==> config.mk <==
export PLATFORM = sky130hd
export DESIGN_NAME = control_pipeline
export DESIGN_NICKNAME = d
export VERILOG_FILES = /design/src/rtl/control_pipeline.sv
export SDC_FILE = /design/constraint.sdc
export NUM_CORES = 1
export LEC_CHECK = 0
export ABC_CLOCK_PERIOD_IN_PS = 5200
export CAP_MARGIN = 20
export CORE_MARGIN = 8
export CORE_UTILIZATION = 50
export CTS_BUF_LIST = sky130_fd_sc_hd__clkbuf_4 sky130_fd_sc_hd__clkbuf_8
export DETAILED_ROUTE_END_ITERATION = 10
export PLACE_DENSITY = 0.93
export SYNTH_ARGS = -nofsm -noshare
export SYNTH_HDL_FRONTEND = slang
export SYNTH_SLANG_ARGS = --single-unit
==> constraint.sdc <==
create_clock -name clk -period 5.2 [get_ports clk]
set_input_delay 1.04 -clock clk [delete_from_list [all_inputs] [get_ports clk]]
set_output_delay 1.04 -clock clk [all_outputs]
set_load 0.01 [all_outputs]
==> src/rtl/control_pipeline.sv <==
// control_pipeline: hazard and sequencing controller for a 5-stage pipeline
// Inputs : clk, rst (async, active-high), ID source fields (id_rs, id_rt, id_usa_rt),
//          ID/EX load info (idex_memread, idex_rt), EX/MEM status (exmem_branch,
//          exmem_zf, exmem_memacc), data-memory handshake dm_ready.
// Outputs: PC and pipeline-buffer enables/flushes, dm_start pulse, sticky
//          timeout_err, saturating stall_cnt of cycles with pc_en=0.
module control_pipeline #(
  parameter int MEM_TIMEOUT = 15,
  parameter int CNT_W = 16
) (
  input  logic             clk,
  input  logic             rst,
  input  logic [4:0]       id_rs,
  input  logic [4:0]       id_rt,
  input  logic             id_usa_rt,
  input  logic             idex_memread,
  input  logic [4:0]       idex_rt,
  input  logic             exmem_branch,
  input  logic             exmem_zf,
  input  logic             exmem_memacc,
  input  logic             dm_ready,
  output logic             pc_en,
  output logic             pc_sel,
  output logic             ifid_en,
  output logic             ifid_flush,
  output logic             idex_en,
  output logic             idex_flush,
  output logic             exmem_en,
  output logic             exmem_flush,
  output logic             memwb_en,
  output logic             dm_start,
  output logic             timeout_err,
  output logic [CNT_W-1:0] stall_cnt
);
  localparam int WW = $clog2(MEM_TIMEOUT + 1);
  localparam logic [1:0] S_RUN = 2'd0, S_WAIT = 2'd1, S_ERR = 2'd2;
  logic [1:0]    r_state;
  logic [WW-1:0] r_wcnt;
  logic [WW-1:0] w_wnx;
  logic          w_lu, w_br, w_run, w_wait, w_go, w_act, w_b, w_l;
  assign w_lu   = idex_memread && idex_rt != 5'd0 &&
                  (idex_rt == id_rs || (id_usa_rt && idex_rt == id_rt));
  assign w_br   = exmem_branch & exmem_zf;
  assign w_run  = r_state == S_RUN;
  assign w_wait = r_state == S_WAIT;
  assign w_go   = w_run & exmem_memacc;
  // w_act: the normal RUN decode applies (plain RUN, or WAIT_MEM completing)
  assign w_act  = !rst & ((w_run & !exmem_memacc) | (w_wait & dm_ready));
  assign w_b    = w_act & w_br;
  assign w_l    = w_act & !w_br & w_lu;
  assign w_wnx  = r_wcnt + WW'(1);
  assign pc_en       = w_act & !w_l;
  assign ifid_en     = w_act & !w_l;
  assign idex_en     = w_act;
  assign exmem_en    = w_act;
  assign memwb_en    = w_act;
  assign pc_sel      = w_b;
  assign ifid_flush  = w_b;
  assign idex_flush  = w_b | w_l;
  assign exmem_flush = w_b;
  assign dm_start    = !rst & w_go;
  assign timeout_err = r_state == S_ERR;
  always_ff @(posedge clk or posedge rst)
    if (rst) begin
      r_state   <= S_RUN;
      r_wcnt    <= '0;
      stall_cnt <= '0;
    end else begin
      if (w_go) begin
        r_state <= S_WAIT;
        r_wcnt  <= '0;
      end else if (w_wait) begin
        r_state <= dm_ready ? S_RUN : (w_wnx == WW'(MEM_TIMEOUT)) ? S_ERR : S_WAIT;
        if (!dm_ready) r_wcnt <= w_wnx;
      end else if (r_state != S_ERR) r_state <= S_RUN;
      if (!pc_en && stall_cnt != '1) stall_cnt <= stall_cnt + CNT_W'(1);
    end
endmodule

Yosys cells after proc, flatten, opt, wreduce, memory -nomap -nowiden
Cells that the tools add are included.
- logic and storage cells: 48
- register bits: 22
- input bits: 23
- bitwise gates (word level): 12
- add/subtract/negate cells: 2
- reductions and logical operators: 15
- muxes and demuxes: 8
- equality and inequality tests: 8
- operator list (operator ; count):
    $add A16 B1 Y16 const B ; 1
    $ne A16 B16 Y1 const B ; 1
    $mux W4 ; 3
    $and A1 B1 Y1 ; 10
    $eq A5 B5 Y1 ; 2
    $mux W2 ; 5
    $logic_not A1 Y1 ; 5
    $reduce_bool A5 Y1 ; 1
    $add A4 B1 Y4 const B ; 1
    $eq A4 B4 Y1 const B ; 1
    $logic_and A1 B1 Y1 ; 4
    $reduce_bool A3 Y1 ; 1
    $eq A2 B1 Y1 const B ; 1
    $eq A2 B2 Y1 const B ; 1
    $logic_not A2 Y1 ; 1
    $ne A2 B1 Y1 const B ; 1
    $ne A2 B2 Y1 const B ; 1
    $or A1 B1 Y1 ; 2
    $reduce_and A2 Y1 ; 1
    $reduce_bool A2 Y1 ; 1
    $logic_or A1 B1 Y1 ; 1

Logic depth before layout (Yosys ltp)
Gate-level depths: netlist of run 1.
- depth in word-level cells: 10
- depth in mapped cells: 8

Worst setup path after synthesis of run 1
Ideal clock, no wire load.
- kind: input -> output
- start: input port idex_rt[0]
- end: output port pc_en
- required time: 4.160 ns
- cell stages on the path: 5
- data arrival time: 2.252 ns
- setup slack: 1.908 ns
- cells stage by stage: or3_1 o311a_4 a21oi_4 buf_6 buf_4
- longest elaborated chain between the ends: 7
- elaborated cells between the ends (all ways): 10
- ends and longest elaborated chain (item ; RTL line ; text):
    start: declaration ; 17 ; input logic [4:0] idex_rt,
    $eq A5 B5 Y1 ; 42 ; (idex_rt == id_rs || (id_usa_rt && idex_rt == id_rt));
    $logic_and A1 B1 Y1 ; 42 ;
    $logic_or A1 B1 Y1 ; 42 ;
    $logic_and A1 B1 Y1 * ; 41 ; assign w_lu = idex_memread && idex_rt != 5'd0 &&
    $and A1 B1 Y1 * ; 50 ; assign w_l = w_act & !w_br & w_lu;
    $logic_not A1 Y1 * ; -- ;
    $and A1 B1 Y1 * ; -- ;
    end: declaration ; 22 ; output logic pc_en,
Mark *: on every way between the ends. The rest lies on a longest branch, timed or not.

Worst setup path in the final report of run 1
- start: input port idex_rt[0]
- end: output port ifid_en
- longest elaborated chain between the ends: 7
- elaborated cells between the ends (all ways): 10
- ends and longest elaborated chain (item ; RTL line ; text):
    $eq A5 B5 Y1 ; 42 ;
    $logic_and A1 B1 Y1 ; 42 ;
    $logic_or A1 B1 Y1 ; 42 ;
    $logic_and A1 B1 Y1 * ; 41 ;
    $and A1 B1 Y1 * ; 50 ;
    $logic_not A1 Y1 * ; 53 ; assign ifid_en = w_act & !w_l;
    $and A1 B1 Y1 * ; 53 ;
    end: declaration ; 24 ; output logic ifid_en,
Marks and branches as above.

==> results.toml, run 1 <==
[power]
power.leakage_nw = 0.783
pwr-share-seq_pct = 44.1
p_clk_share_pct = 11.7
internal-power_w = 0.000410
ir_drop_uv = 271
swShare_pct = 35.6
p_comb_share_pct = 44.2
powerDensity_nw_per_um2 = 337
netSwitchingPower_w = 0.000227

[worst_setup_path]
cp_cell_sequence = "clkdlybuf4s50_1, or3_1, o311a_4, a21oi_4, clkdlybuf4s50_1"
start_kind = "input port"
r2r_slack_ps = 3040
path_max_fanout = 17
slowest_delay_ps = 640
crit_arrival_ps = 3310
required_ps = 4160
crit_family = "buffers and inverters"
setup.worst_path.end_class = "output port"
crit_path_frequent_cell = "clkdlybuf4s50_1"
timing.setup.critical_path_class = "input port to output port"
timing.critical_path.buf_inv = 2
slowest_stage = "clkdlybuf4s50_1"

[logic_synthesis]
synthFlopType = "dfrtp_1"
async_flop_share_pct = 100
netlist_area_um2 = 1390
yosysUniqueCellTypes = 39
ys_seq_area_share_pct = 39.6
yosysTopAreaCellShare_pct = 39.6
netlist_instances = 144
synth-edff-count = 0
yosys.area.top_type = "dfrtp_1"
synthTopCellsByCount = "22 x dfrtp_1, 15 x nand2_1, 11 x xnor2_1"
synth-seq-cells = 22
synth_area_leaders = "dfrtp_1 40%, xnor2_1 6.9%, xor2_1 6.3%"
syn_avg_cell_area_um2 = 9.66
yosysMostFrequentCell = "dfrtp_1"
syn_nets = 170
yosysWarnings = 0

[hold_path]
holdCritPathClass = "flop to flop"

[die]
core_area_um2 = 2710
boundaryPins = 50
die_w_um = 68.8
die_area_um2 = 4730
die_h_um = 68.8
start_util_pct = 51.3
num_rows = 19

[routing]
drt_wl_total_um = 3520
first_pass_iters = 4
via_per_inst = 5.58
vias = 1228
antenna_left = 0
drc = 0
wl_per_cell_um = 16.0
first_iter_violations = 35

[global_routing]
grt.total_usage_pct = 15.3
grt_max_degree = 23
grt_overflow_total = 0
grt_pass1_vias = 1278
antenna_found_initial = 0
grt_pass1_wl_um = 5790

[cts]
cts_max_level = 1
tritoncts = "done"
cts_resized = 0
cts_sinks = 22
cts_root_buf = "clkbuf_4"
cts_buffers = 3
cts_setup_buffers = 0
clkTransAtPathRegs_ps = 120
clock_latency_ps = 300
ctsLongestPathBuffers = 2
cts_hold_buf = 0

[timing]
slew-limit-headroom_pct = 45.6
fin_crit_sh_pct = 83.7
setup_ws_ps = 848
setup_tns_ps = 0
fmax_mhz = 230
min_period_ps = 4350
tightestPinTransition_ps = 815
rsz0062_at_grt = "no"
slew_violations = 0
fin_skew_ps = 4.37
finalHoldViolCount = 0
setup_viol = 0

[placement]
dp_slack_ps = 834
hpwl_um = 2860
place_congestion = 0.829
dp.cells = 217
place_area_um2 = 1870
portBuffers = 49

[final_layout]
nNetsFinal = 217
n_antenna_cell = 0
area_delta_synth_final_pct = 35.8
drive_above_1_share_pct = 7.41
instances_no_fill = 220
n_fill_cell = 206
final_util_pct = 69.7
design_area_um2 = 1890

[run_status]
status = "complete, no violations"

[run]
drv_cap = 0
## final cells by class
class                      instances  area [um^2]  area share (%)
clock buffer                       3         22.5            1.19
inverter                           4         15.0           0.795
multi-input combinational        111          772            40.9
sequential                        22          551            29.1
tap                               31         38.8            2.05
timing repair buffer              49          490            26.0
## placed cells by master (no fill, tap or decap), types with 2 or more instances in the layout
master / netlist / final
a21oi_1: 4 / 4
a22o_1: 5 / 5
and3_1: 4 / 4
clkbuf_4: 0 / 3
clkdlybuf4s50_1: 0 / 49
dfrtp_1: 22 / 22
ha_1: 3 / 3
inv_1: 4 / 4
mux2_1: 3 / 3
nand2_1: 15 / 15
nand3_1: 9 / 9
nor2_1: 10 / 10
nor3_1: 7 / 7
nor3b_1: 2 / 2
o21ai_0: 4 / 4
o31ai_1: 2 / 2
or2_2: 2 / 2
or3_1: 2 / 2
xnor2_1: 11 / 11
xor2_1: 10 / 10
## registers in the layout, summed over array words and instances, names as in the netlist
name       count
r_state        2
r_wcnt         4
stall_cnt     16
## path summary, 6_finish.rpt
kind | startpoint | to | cells past startpoint
worst max-delay path | idex_rt[0] | ifid_en | 5
worst min-delay path | stall_cnt[8] | stall_cnt[8] | 1
worst max register to register | r_state[0] | stall_cnt[14] | 6
worst min register to register | stall_cnt[8] | stall_cnt[8] | 1
max in group asynchronous | rst | stall_cnt[4] | 2
min in group asynchronous | rst | stall_cnt[10] | 2
## layer usage
| layer | global-route usage, % | vias to the layer above | part of all wire, % |
|---|---|---|---|
| met4 | 4.01 | 0 | 0.77 |
| met3 | 3.55 | 4 | 9.5 |
| li1 | - | 591 | - |
| met2 | 29.5 | 36 | 53 |
| met5 | 0 | - | 0 |
| met1 | 16.3 | 597 | 37 |
## power by group through the flow
stage	registers, W	logic (W)	clock network [W]
6_report	0.000281	0.000282	0.0000747
5_1_grt	0.000292	0.000309	0.0000826
4_1_cts	0.000282	0.000286	0.0000761
3_5_place_dp	0.000285	0.000285	0
3_3_place_gp	0.000280	0.000273	0
2_1_floorplan	0.000292	0.000127	0
## cells by family after synthesis
kind of cell / share of synthesized area [%]
and+or+nand+nor: 21.9
AOI/OAI and AO/OA: 12.6
buffers and inverters: 4.95
xor gates and xnor gates: 13.2
adders and majority gates: 2.70
DFF: 39.6
muxes: 5.04
## worst reg2reg max path, cell delays in order, from the launching register on
cell and delay (ps):
dfrtp_1 510, nor2_1 180, a21oi_1 50, or3_1 450, a21oi_4 420, nor3b_1 140, mux2_1 330
## stage by stage
stage / power, W / hold WS (ps)
global route: 0.000684 / 538
global placement: 0.000553 / 477
finish: 0.000638 / 510
CTS: 0.000643 / 515
detailed placement: 0.000570 / 499
floorplan: 0.000418 / 479
(Power assumes the default switching activity.)
==> run 2, diff against run 1 <==
ABC_CLOCK_PERIOD_IN_PS = 3500   (was 5200)
CORE_UTILIZATION = 42   (was 50)
PLACE_DENSITY = 0.84   (was 0.93)
clock period = 3.5 ns   (was 5.2 ns; I/O delays follow)
==> run 2 against run 1 <==
Effect of this change: non-clock buffer count rose by 3; first-iteration DRC count rose by 20%; combinational power rose by 47%; count of clock-buffer cells in the layout rose by 1; utilization fell by 10 points; flip-flop and latch count did not move; clock power rose by 86%; clock skew rose by 5.8 ps; cell count rose by 8.6%; register-to-register slack got worse by 1700 ps; via count fell by 2.2%; largest power group is now sequential cells.
==> results.toml, run 2 (same netlist as run 1, synthesis figures left out) <==
[routing]
first_iter_violations = 42
wl_per_cell_um = 13.9
via_per_inst = 5.03
drc = 0
vias = 1201
drt_wl_total_um = 3310
first_pass_iters = 4
antenna_left = 0

[final_layout]
nNetsFinal = 220
regArea_um2 = 551
drive_above_1_share_pct = 9.33
reg_top3 = "stall_cnt (16), r_wcnt (4), r_state (2)"
design_area_um2 = 1940
regMostFlops = "stall_cnt"
largest_reg_flops = 16
final_common_cell = "clkdlybuf4s50_1"
layout_common_cells = "49 x clkdlybuf4s50_1, 22 x dfrtp_1, 15 x nand2_1"
multi_input_area_um2 = 772
n_antenna_cell = 0
area_delta_synth_final_pct = 39.7
n_fill_cell = 309

[worst_setup_path]
required_ps = 2800
setup.worst_path.end_class = "output port"
r2r_cells = 7
crit_arrival_ps = 2670
start_kind = "input port"
path_max_fanout = 3
timing.setup.critical_path_class = "input port to output port"

[cts]
tritoncts = "done"
cts_hold_buf = 0
cts_setup_buffers = 0
clkTransAtPathRegs_ps = 120
cts_resized = 0
cts_buffers = 3
ctsLongestPathBuffers = 2
cts_max_level = 1
cts_sinks = 22
cts_root_buf = "clkbuf_4"
clock_latency_ps = 310

[timing]
setup_tns_ps = 0
holdWs_ps = 504
fin_crit_sh_pct = 96.1
fmax_mhz = 297
finalHoldViolCount = 0
slew_violations = 0
slew-limit-headroom_pct = 45.6
tightestPinTransition_ps = 815
rsz0062_at_grt = "no"
min_period_ps = 3370
setup_viol = 0
fin_skew_ps = 10.1

[global_routing]
grt_pass1_wl_um = 5490
antenna_found_initial = 0
top_usage_layer = "met2"
grt_util_met1_pct = 17.3
grt_pass1_vias = 1151
grt.total_usage_pct = 12.6
grt_overflow_total = 0
grt_util_met3_pct = 2.86
grt_use_met2_pct = 19.3
grt_max_degree = 23

[power]
ir_drop_uv = 309
internal-power_w = 0.000634
powerDensity_nw_per_um2 = 498
netSwitchingPower_w = 0.000335
power.leakage_nw = 0.805
p_clk_share_pct = 14.3
swShare_pct = 34.5
p_comb_share_pct = 42.7
pwr-share-seq_pct = 43.0

[hold_path]
holdCritPathClass = "flop to flop"
min_path_cells = 1

[placement]
hpwl_um = 2650
place_congestion = 0.805
place_area_um2 = 1910
portBuffers = 49

[die]
die_area_um2 = 5410
core_area_um2 = 3260
die_h_um = 73.6
num_rows = 21
boundaryPins = 50
die_w_um = 73.6
start_util_pct = 42.7

[run]
drv_cap = 0

[run_status]
status = "complete, no violations"
[run 2: area by class of cell]
cell class | count | area share, %
clock buffers | 4 | 1.87
inverters | 4 | 0.772
multi-input cells | 111 | 39.7
flip-flops and latches | 22 | 28.3
well taps | 46 | 2.96
repair buffers | 52 | 26.4
[run 2: routing by layer]
layer / share of wire [%] / wire (um)
met4: 1.0 / 34
met3: 6.5 / 216
met5: 0 / 0
met1: 49 / 1630
met2: 43 / 1430
[run 2: worst paths after layout]
path | from | slack (ps) | endpoint
max | idex_rt[0] | 130 | ifid_en
min | stall_cnt[8] | 500 | stall_cnt[8]
max reg2reg | stall_cnt[0] | 1330 | stall_cnt[1]
min reg2reg | stall_cnt[8] | 500 | stall_cnt[8]
max in group asynchronous | rst | 2080 | r_wcnt[1]
min in group asynchronous | rst | 910 | stall_cnt[12]
[run 2: power by group through the flow]
stage	Sequential (W)	Combinational [W]	Clock, W
final	0.000417	0.000414	0.000139
after global routing	0.000432	0.000455	0.000155
after CTS	0.000416	0.000420	0.000140
after detailed placement	0.000421	0.000418	0
after global placement	0.000417	0.000410	0
after floorplan	0.000434	0.000188	0
[run 2: worst max-delay path, cell delays in order]
cell             delay (ps)
clkdlybuf4s50_1         460
or3_1                   410
o311a_4                 350
a21oi_4                 180
clkdlybuf4s50_1         570
[run 2: metrics by stage]
stage          setup WS (ps)  cells  utilization [%]  power, W
2_1_floorplan            888    144                -  0.000622
3_3_place_gp             169    235             58.6  0.000827
3_5_place_dp             130    235             58.6  0.000839
4_1_cts                  122    239             59.7  0.000976
5_1_grt                 57.9    239             59.7   0.00104
6_report                 135    239             59.7  0.000969
==> run 3, diff against run 2 <==
CELL_PAD_IN_SITES_DETAIL_PLACEMENT = 1   (was default)
CELL_PAD_IN_SITES_GLOBAL_PLACEMENT = 1   (was default)
CORE_MARGIN = 10   (was 8)
CORE_UTILIZATION = 31   (was 42)
==> run 3 against run 2 <==
Effect of this change: design area increased by 1.0%; routed wire length grew 13%; cell count is 2.5% higher; clock power rose by 9%; worst setup slack improved by 11 ps; global-route usage down 2.5 points; count of clock-buffer cells in the layout shrank 1; via count rose by 0.92%; register-to-register slack is essentially flat; power up 1.6%; largest cell class unchanged.
==> results.toml, run 3 (same netlist as run 1, synthesis figures left out) <==
[run_status]
status = "complete, no violations"

[timing]
tightestPinTransition_ps = 864
setup_viol = 0
min_period_ps = 3350
setup_tns_ps = 0
slew-limit-headroom_pct = 42.3
fin_crit_sh_pct = 95.8
setup_ws_ps = 146
fmax_mhz = 298
slew_violations = 0
fin_skew_ps = 1.70
rsz0062_at_grt = "no"
finalHoldViolCount = 0

[worst_setup_path]
timing.setup.critical_path_class = "input port to output port"
path_max_fanout = 3
r2r_cells = 7
r2r_start = "stall_cnt[0]"
r2r_slack_ps = 1330
setup.worst_path.end_class = "output port"
r2r-end = "stall_cnt[1]"
start_kind = "input port"
required_ps = 2800
crit_arrival_ps = 2650

[power]
powerDensity_nw_per_um2 = 501
internal-power_w = 0.000650
power_w = 0.000985
swShare_pct = 34.1
p_comb_share_pct = 42.3
power.leakage_nw = 0.811
ir_drop_uv = 325
netSwitchingPower_w = 0.000336
pwr-share-seq_pct = 42.3
p_clk_share_pct = 15.5

[cts]
cts_max_level = 1
cts_sinks = 22
cts_resized = 0
clkTransAtPathRegs_ps = 70
ctsLongestPathBuffers = 2
cts_buffers = 3
cts_hold_buf = 0
tritoncts = "done"
cts_setup_buffers = 0
cts_root_buf = "clkbuf_8"
clock_latency_ps = 250

[routing]
drt_wl_total_um = 3750
maxUsedRoutingLayer = "met4"
met1_length_um = 1720
first_iter_violations = 16
wl_per_cell_um = 15.3
first_pass_iters = 4
met2WireLength_um = 1600
vias = 1212
antenna_left = 0
dr_wl_met3_um = 387
drc = 0
via_per_inst = 4.95

[die]
start_util_pct = 32.0
num_rows = 24
boundaryPins = 50
die_w_um = 87.0
die_h_um = 87.0
die_area_um2 = 7570
core_area_um2 = 4350

[final_layout]
final_common_cell = "clkdlybuf4s50_1"
n_fill_cell = 501
area_delta_synth_final_pct = 41.2
drive_above_1_share_pct = 9.33
reg_top3 = "stall_cnt (16), r_wcnt (4), r_state (2)"
nNetsFinal = 221
regMostFlops = "stall_cnt"
largest_reg_flops = 16
regArea_um2 = 551
layout_common_cells = "49 x clkdlybuf4s50_1, 22 x dfrtp_1, 15 x nand2_1"
multi_input_area_um2 = 772
n_antenna_cell = 0

[hold_path]
holdCritPathClass = "flop to flop"
hold_start = "stall_cnt[8]"
min_path_cells = 1
whs_endpoint = "stall_cnt[8]"

[global_routing]
grt_max_degree = 23
grt_pass1_wl_um = 6290
antenna_found_initial = 0
grt.total_usage_pct = 10.2
grt_overflow_total = 0
grt_pass1_vias = 1269

[placement]
hpwl_um = 3050
portBuffers = 49
place_congestion = 0.737
dp_slack_ps = 127

[run]
drv_cap = 0
[run 3: how the worst max path moves through the flow]
stage / slack (ps) / startpoint / endpoint
detailed placement: 130 / idex_rt[1] / pc_en
floorplan: 890 / idex_rt[0] / pc_en
global route: 50 / idex_rt[0] / idex_flush
finish: 150 / idex_rt[1] / pc_en
CTS: 120 / idex_rt[1] / pc_en
global placement: 160 / idex_rt[1] / ifid_en
[run 3: stage by stage]
step                util [%]  std cells  area (um^2)  hold slack [ps]
floorplan                  -        144         1390              479
global placement        44.2        242         1920              472
detailed placement      44.2        242         1920              474
CTS                     45.1        245         1960              486
global route            45.1        245         1960              525
finish                  45.1        245         1960              481
[run 3: cell type report]
cell class / instances / share of cell area (%)
multi-input cells: 111 / 39.3
flip-flops and latches: 22 / 28.0
repair buffers: 53 / 26.5
well taps: 52 / 3.31
clock buffers: 3 / 2.10
inverters: 4 / 0.764
[run 3: power groups by stage]
stage          clock (W)  sequential, W  combinational [W]
2_1_floorplan          0       0.000434           0.000188
3_3_place_gp           0       0.000421           0.000414
3_5_place_dp           0       0.000423           0.000423
4_1_cts         0.000161       0.000418           0.000427
5_1_grt         0.000172       0.000439           0.000464
6_report        0.000152       0.000416           0.000417
[run 3: per-layer routing]
layer / global-route usage [%] / vias to the layer above
li1: - / 602
met3: 3.56 / 2
met4: 3.09 / 0
met2: 15.8 / 35
met5: 0 / -
met1: 12.8 / 573
[run 3: worst max-delay path: stages]
cell	delay (ps)
clkdlybuf4s50_1	470
or3_1	390
o311a_4	340
a21oi_4	180
clkdlybuf4s50_1	570
